`src/rtl/nbit_reg_pkg.sv`:
```
`default_nettype none
// ============================================================================
// Module      : nbit_reg_pkg
// Description : Shared operation codes for the n-bit register bank and the
//               ALU-side controllers that drive it.
// Revision    : 1.0 - initial release
// ============================================================================
package nbit_reg_pkg;

    localparam int OP_W = 3;

    typedef enum logic [OP_W-1:0] {
        OP_HOLD = 3'd0,
        OP_LOAD = 3'd1,
        OP_SHL  = 3'd2,
        OP_SHR  = 3'd3,
        OP_ROTL = 3'd4,
        OP_ROTR = 3'd5,
        OP_INC  = 3'd6,
        OP_CLR  = 3'd7
    } op_e;

endpackage
`default_nettype wire

```
`src/rtl/reg_op_unit.sv`:
```
`default_nettype none
// ============================================================================
// Module      : reg_op_unit
// Description : Combinational next-value unit. Decodes the operation and
//               produces the new entry value, the write strobe, the next
//               shifted-out bit and the increment wrap flag.
// Revision    : 1.0 - initial release
// ============================================================================
module reg_op_unit
    import nbit_reg_pkg::*;
#(
    parameter int WIDTH = 4
) (
    input  logic             en,
    input  logic [OP_W-1:0]  op,
    input  logic [WIDTH-1:0] cur,
    input  logic [WIDTH-1:0] load_data,
    input  logic             ser_in,
    input  logic             sh_cur,
    output logic [WIDTH-1:0] nxt,
    output logic             wr_en,
    output logic             sh_nxt,
    output logic             wrap_nxt
);

    localparam logic [WIDTH-1:0] ONE = {{(WIDTH-1){1'b0}}, 1'b1};

    // Decode op; a disabled unit behaves exactly like HOLD.
    always_comb begin
        nxt      = cur;
        wr_en    = 1'b0;
        sh_nxt   = sh_cur;
        wrap_nxt = 1'b0;
        if (en) begin
            wr_en = (op != OP_HOLD);
            case (op)
                OP_LOAD: nxt = load_data;
                OP_SHL: begin
                    nxt    = {cur[WIDTH-2:0], ser_in};
                    sh_nxt = cur[WIDTH-1];
                end
                OP_SHR: begin
                    nxt    = {ser_in, cur[WIDTH-1:1]};
                    sh_nxt = cur[0];
                end
                OP_ROTL: begin
                    nxt    = {cur[WIDTH-2:0], cur[WIDTH-1]};
                    sh_nxt = cur[WIDTH-1];
                end
                OP_ROTR: begin
                    nxt    = {cur[0], cur[WIDTH-1:1]};
                    sh_nxt = cur[0];
                end
                OP_INC: begin
                    nxt      = cur + ONE;
                    wrap_nxt = &cur;
                end
                OP_CLR:  nxt = '0;
                default: nxt = cur;
            endcase
        end
    end

endmodule
`default_nettype wire

```
`src/rtl/nbit_reg_bank.sv`:
```
`default_nettype none
// ============================================================================
// Module      : nbit_reg_bank
// Description : DEPTH x WIDTH register bank with per-entry shift/rotate/inc
//               operations, written-since-reset flags and two registered
//               read ports with write-through bypass.
// Revision    : 1.0 - initial release
// ============================================================================
module nbit_reg_bank
    import nbit_reg_pkg::*;
#(
    parameter  int WIDTH  = 4,
    parameter  int DEPTH  = 4,
    localparam int ADDR_W = $clog2(DEPTH)
) (
    input  logic              Clk,
    input  logic              Rst,
    input  logic              En,
    input  logic [OP_W-1:0]   Op,
    input  logic [ADDR_W-1:0] WrAddr,
    input  logic [WIDTH-1:0]  In,
    input  logic              SerIn,
    input  logic [ADDR_W-1:0] RdAddrA,
    input  logic [ADDR_W-1:0] RdAddrB,
    output logic [WIDTH-1:0]  OutA,
    output logic [WIDTH-1:0]  OutB,
    output logic              ShOut,
    output logic              Wrap,
    output logic              ValidA,
    output logic              ValidB
);

    logic [WIDTH-1:0] mem [DEPTH];
    logic [DEPTH-1:0] valid;

    logic [WIDTH-1:0] nxt;
    logic             wr_en;
    logic             sh_nxt;
    logic             wrap_nxt;
    logic             hit_a;
    logic             hit_b;

    reg_op_unit #(
        .WIDTH (WIDTH)
    ) u_op (
        .en        (En),
        .op        (Op),
        .cur       (mem[WrAddr]),
        .load_data (In),
        .ser_in    (SerIn),
        .sh_cur    (ShOut),
        .nxt       (nxt),
        .wr_en     (wr_en),
        .sh_nxt    (sh_nxt),
        .wrap_nxt  (wrap_nxt)
    );

    // A read that targets the entry being written sees the new value.
    assign hit_a = wr_en && (RdAddrA == WrAddr);
    assign hit_b = wr_en && (RdAddrB == WrAddr);

    // Entry storage and written-since-reset flags; reset discards any op.
    always_ff @(posedge Clk) begin
        if (!Rst) begin
            for (int i = 0; i < DEPTH; i++) begin
                mem[i] <= '0;
            end
            valid <= '0;
        end else if (wr_en) begin
            mem[WrAddr]   <= nxt;
            valid[WrAddr] <= 1'b1;
        end
    end

    // Registered read ports and status flags.
    always_ff @(posedge Clk) begin
        if (!Rst) begin
            OutA   <= '0;
            OutB   <= '0;
            ValidA <= 1'b0;
            ValidB <= 1'b0;
            ShOut  <= 1'b0;
            Wrap   <= 1'b0;
        end else begin
            OutA   <= hit_a ? nxt  : mem[RdAddrA];
            OutB   <= hit_b ? nxt  : mem[RdAddrB];
            ValidA <= hit_a ? 1'b1 : valid[RdAddrA];
            ValidB <= hit_b ? 1'b1 : valid[RdAddrB];
            ShOut  <= sh_nxt;
            Wrap   <= wrap_nxt;
        end
    end

endmodule
`default_nettype wire

```
`config.mk`:
```
export PLATFORM = sky130hd
export DESIGN_NAME = nbit_reg_bank
export DESIGN_NICKNAME = d
export VERILOG_FILES = /design/src/rtl/nbit_reg_pkg.sv /design/src/rtl/reg_op_unit.sv /design/src/rtl/nbit_reg_bank.sv
export SDC_FILE = /design/constraint.sdc
export NUM_CORES = 1
export LEC_CHECK = 0
export CORE_ASPECT_RATIO = 1.5
export CORE_UTILIZATION = 35
export DETAILED_ROUTE_END_ITERATION = 10
export SYNTH_ARGS = -nofsm -noshare
export SYNTH_HDL_FRONTEND = slang
export SYNTH_SLANG_ARGS = --single-unit
```
`constraint.sdc`:
```
create_clock -name Clk -period 6 [get_ports Clk]
set_input_delay 1.2 -clock Clk [delete_from_list [all_inputs] [get_ports Clk]]
set_output_delay 1.2 -clock Clk [all_outputs]
set_load 0.01 [all_outputs]
```
==> flow_metrics.py <==
metrics = {
    "outcome": {
        "status": "finished, final reports clean",
    },
    "synth": {
        "syn_nets": 197,
        "synth_area_leaders": "edfxtp_1, dfxtp_1, mux4_2",
        "synth.ff_latch_count": 32,
        "netlist_instances": 179,
        "synth_top_cell_area_share": 0.2551,
        "yosysWarnings": 0,
        "synth_cell_type_count": 38,
        "ys_seq_area_frac": 0.4252,
        "syn_area_sq_mm": 0.001883,
        "synth_largest_area_cell": "edfxtp_1",
        "syn_avg_cell_area_sq_um": 10.52,
    },
    "min_path": {
        "holdPathStages": 2,
        "hold_end": "valid[3]$_SDFFE_PN0P_",
        "hold_class": "reg -> reg",
        "worstHoldStart": "valid[3]$_SDFFE_PN0P_",
    },
    "power_and_ir_drop": {
        "total_power_mw": 0.5112,
        "peakVddDrop_v": 0.00008638,
        "powerDensity_mw_per_mm2": 224.1,
        "leakage_nw": 0.8479,
    },
    "sta": {
        "final.period_utilization": 0.6704,
        "grt_setup_unrepaired": "false",
        "setup_tns_ns": 0,
        "slew_violations": 0,
        "finalSetupViolations": 0,
        "finClkSkew_ns": 0.009869,
        "worstMarginPinSlew_ns": 0.9180,
        "period_needed_ns": 4.022,
        "clock.fmax_ghz": 0.2486,
        "relSlewSlack": 0.3880,
        "finalHoldViolCount": 0,
    },
    "clock_network": {
        "clockBufferDepth": 2,
        "path_clk_slew_ns": 0.07,
        "numCtsBuffers": 5,
        "clock_latency_ns": 0.29,
        "cts.sinks": 32,
        "hold_buffers": 0,
        "cts_root_buf": "clkbuf_8",
        "h-tree-depth": 2,
        "post_cts_buffers": 0,
        "cts_resized": 0,
        "cts_tree": "built",
    },
    "route": {
        "ant_nets": 0,
        "drc": 0,
        "routed_via_density": 5.402,
        "drt-total-wl_mm": 4.348,
        "dr.pass1.iters": 4,
        "vias": 1464,
        "routedWlPerCell_um": 16.04,
        "drtIter0Drc": 75,
    },
    "critical_path": {
        "ff2ff_path_depth": 4,
        "cp.arrival_ns": 4.03,
        "critPathMaxFanout": 17,
        "r2r_end": "mem[2][1]$_SDFFCE_PN0P_",
        "cp.required_ns": 6.01,
        "crit_path_start_kind": "input port",
        "r2r-start": "mem[1][1]$_SDFFCE_PN0P_",
        "reg2reg_slack_ns": 3.51,
        "endpoint_kind": "flop",
        "criticalPathCategory": "in -> reg",
    },
    "final_layout": {
        "num_antenna_cells": 0,
        "final_cell_mix": "clkdlybuf4s50_1, nand2_1, nor2_1",
        "seq_area_sq_um": 800.8,
        "final_common_cell": "clkdlybuf4s50_1",
        "drive_above_1_share": 0.1281,
        "multi_input_area_sq_um": 999.7,
        "fin_nets": 220,
        "fillers": 499,
        "area_delta_synth_final_pct": 21.13,
    },
    "grt": {
        "gr-total-overflow": 0,
        "antenna_found_initial": 0,
        "grt_pass1_wl_mm": 7.383,
        "grt_max_degree": 22,
        "grt_pass1_vias": 1503,
        "track_usage": 0.1825,
    },
    "floorplan": {
        "die_area_sq_mm": 0.005684,
        "ios": 29,
        "die_w_um": 61.89,
        "fp-row-count": 32,
        "start_util": 0.3646,
        "core-area_sq_mm": 0.005165,
        "die_h_um": 91.84,
    },
    "job": {
        "drv_cap": 0,
    },
    "placed_design": {
        "gp_routability_congestion": 0.8775,
        "io_buffer_count": 28,
        "hpwl_mm": 3.386,
    },
}
how the worst max path moves through the flow:
stage | from | to | cells after the start
2_1_floorplan | WrAddr[0] | mem[0][1]$_SDFFCE_PN0P_ | 5
3_3_place_gp | WrAddr[0] | mem[3][1]$_DFFE_PP_ | 5
3_5_place_dp | WrAddr[0] | mem[2][1]$_SDFFCE_PN0P_ | 5
4_1_cts | WrAddr[0] | mem[2][1]$_SDFFCE_PN0P_ | 5
5_1_grt | WrAddr[0] | mem[2][1]$_SDFFCE_PN0P_ | 5
6_report | WrAddr[0] | mem[2][1]$_SDFFCE_PN0P_ | 5
power by group:
| group | internal [mW] | total, mW | switching [mW] | leakage [nW] |
|---|---|---|---|---|
| clock | 0.0808 | 0.157 | 0.0761 | 0.0412 |
| sequential | 0.243 | 0.252 | 0.00851 | 0.298 |
| combinational | 0.0515 | 0.103 | 0.0511 | 0.509 |
| total | 0.375 | 0.511 | 0.136 | 0.848 |
state kept, by name (all words and copies together) (netlist names):
name and flops:
ValidB 1, mem 16, ValidA 1, Wrap 1
OutB 4, valid 4, OutA 4, ShOut 1
cell families after synthesis:
kind of cell,synth area share
adder cells (fa/ha/maj),0.006643
flip-flops,0.4253
AO/OA/AOI/OAI,0.1076
XOR/XNOR,0.02325
buffers and inverters,0.04385
multiplexers,0.2246
AND/OR/NAND/NOR,0.1688
synthesized netlist by cell type:
library cell,instances
or3_1,3
xor2_1,4
nand2b_1,1
nand2_1,20
nor2_1,18
dfxtp_1,16
a32oi_1,1
a222oi_1,1
o21bai_1,2
mux4_2,12
nand4_1,1
clkbuf_1,10
a21oi_1,10
or2_2,2
a311oi_1,1
mux2i_1,4
buf_1,1
edfxtp_1,16
nor3_1,2
o21ai_0,7
a31oi_1,2
mux4_1,3
or3b_2,2
xnor2_1,1
o211ai_1,1
buf_6,1
inv_1,8
o221ai_1,1
nor3b_1,2
nand3_1,9
mux2_2,3
ha_1,1
and2_1,2
a32o_1,2
nor2b_1,5
a22oi_1,1
o21ai_1,2
a22o_1,1
layer usage:
metal  up-vias  wire, um  global-route usage
met5         -         0                   0
met4         0       234              0.1148
met3        15       182             0.03949
met2        45      2404              0.3190
met1       697      1527              0.1845
li1        707         -                   -
worst max-delay path, stage by stage:
cell             delay (ns)
clkdlybuf4s50_1        0.94
mux4_1                 0.72
ha_1                   0.32
a222oi_1               0.74
nor2_1                 0.11
metrics by stage:
stage	area (sq um)	util	cells	setup slack, ns	hold slack, ns
3_5_place_dp	2196	0.4251	263	1.691	0.4563
4_1_cts	2281	0.4416	271	1.994	0.4664
3_3_place_gp	2196	0.4251	263	1.777	0.4439
2_1_floorplan	1883	-	179	2.919	0.4291
5_1_grt	2281	0.4416	271	1.703	0.4953
6_report	2281	0.4416	271	1.978	0.4630
layout make-up:
| class | instances | area share |
|---|---|---|
| multi-input combinational | 127 | 0.4383 |
| sequential | 32 | 0.3511 |
| timing repair buffer | 28 | 0.1229 |
| tap | 68 | 0.03730 |
| clock buffer | 6 | 0.03182 |
| inverter | 8 | 0.01317 |
| clock inverter | 2 | 0.005485 |
(Power assumes the default switching activity.)
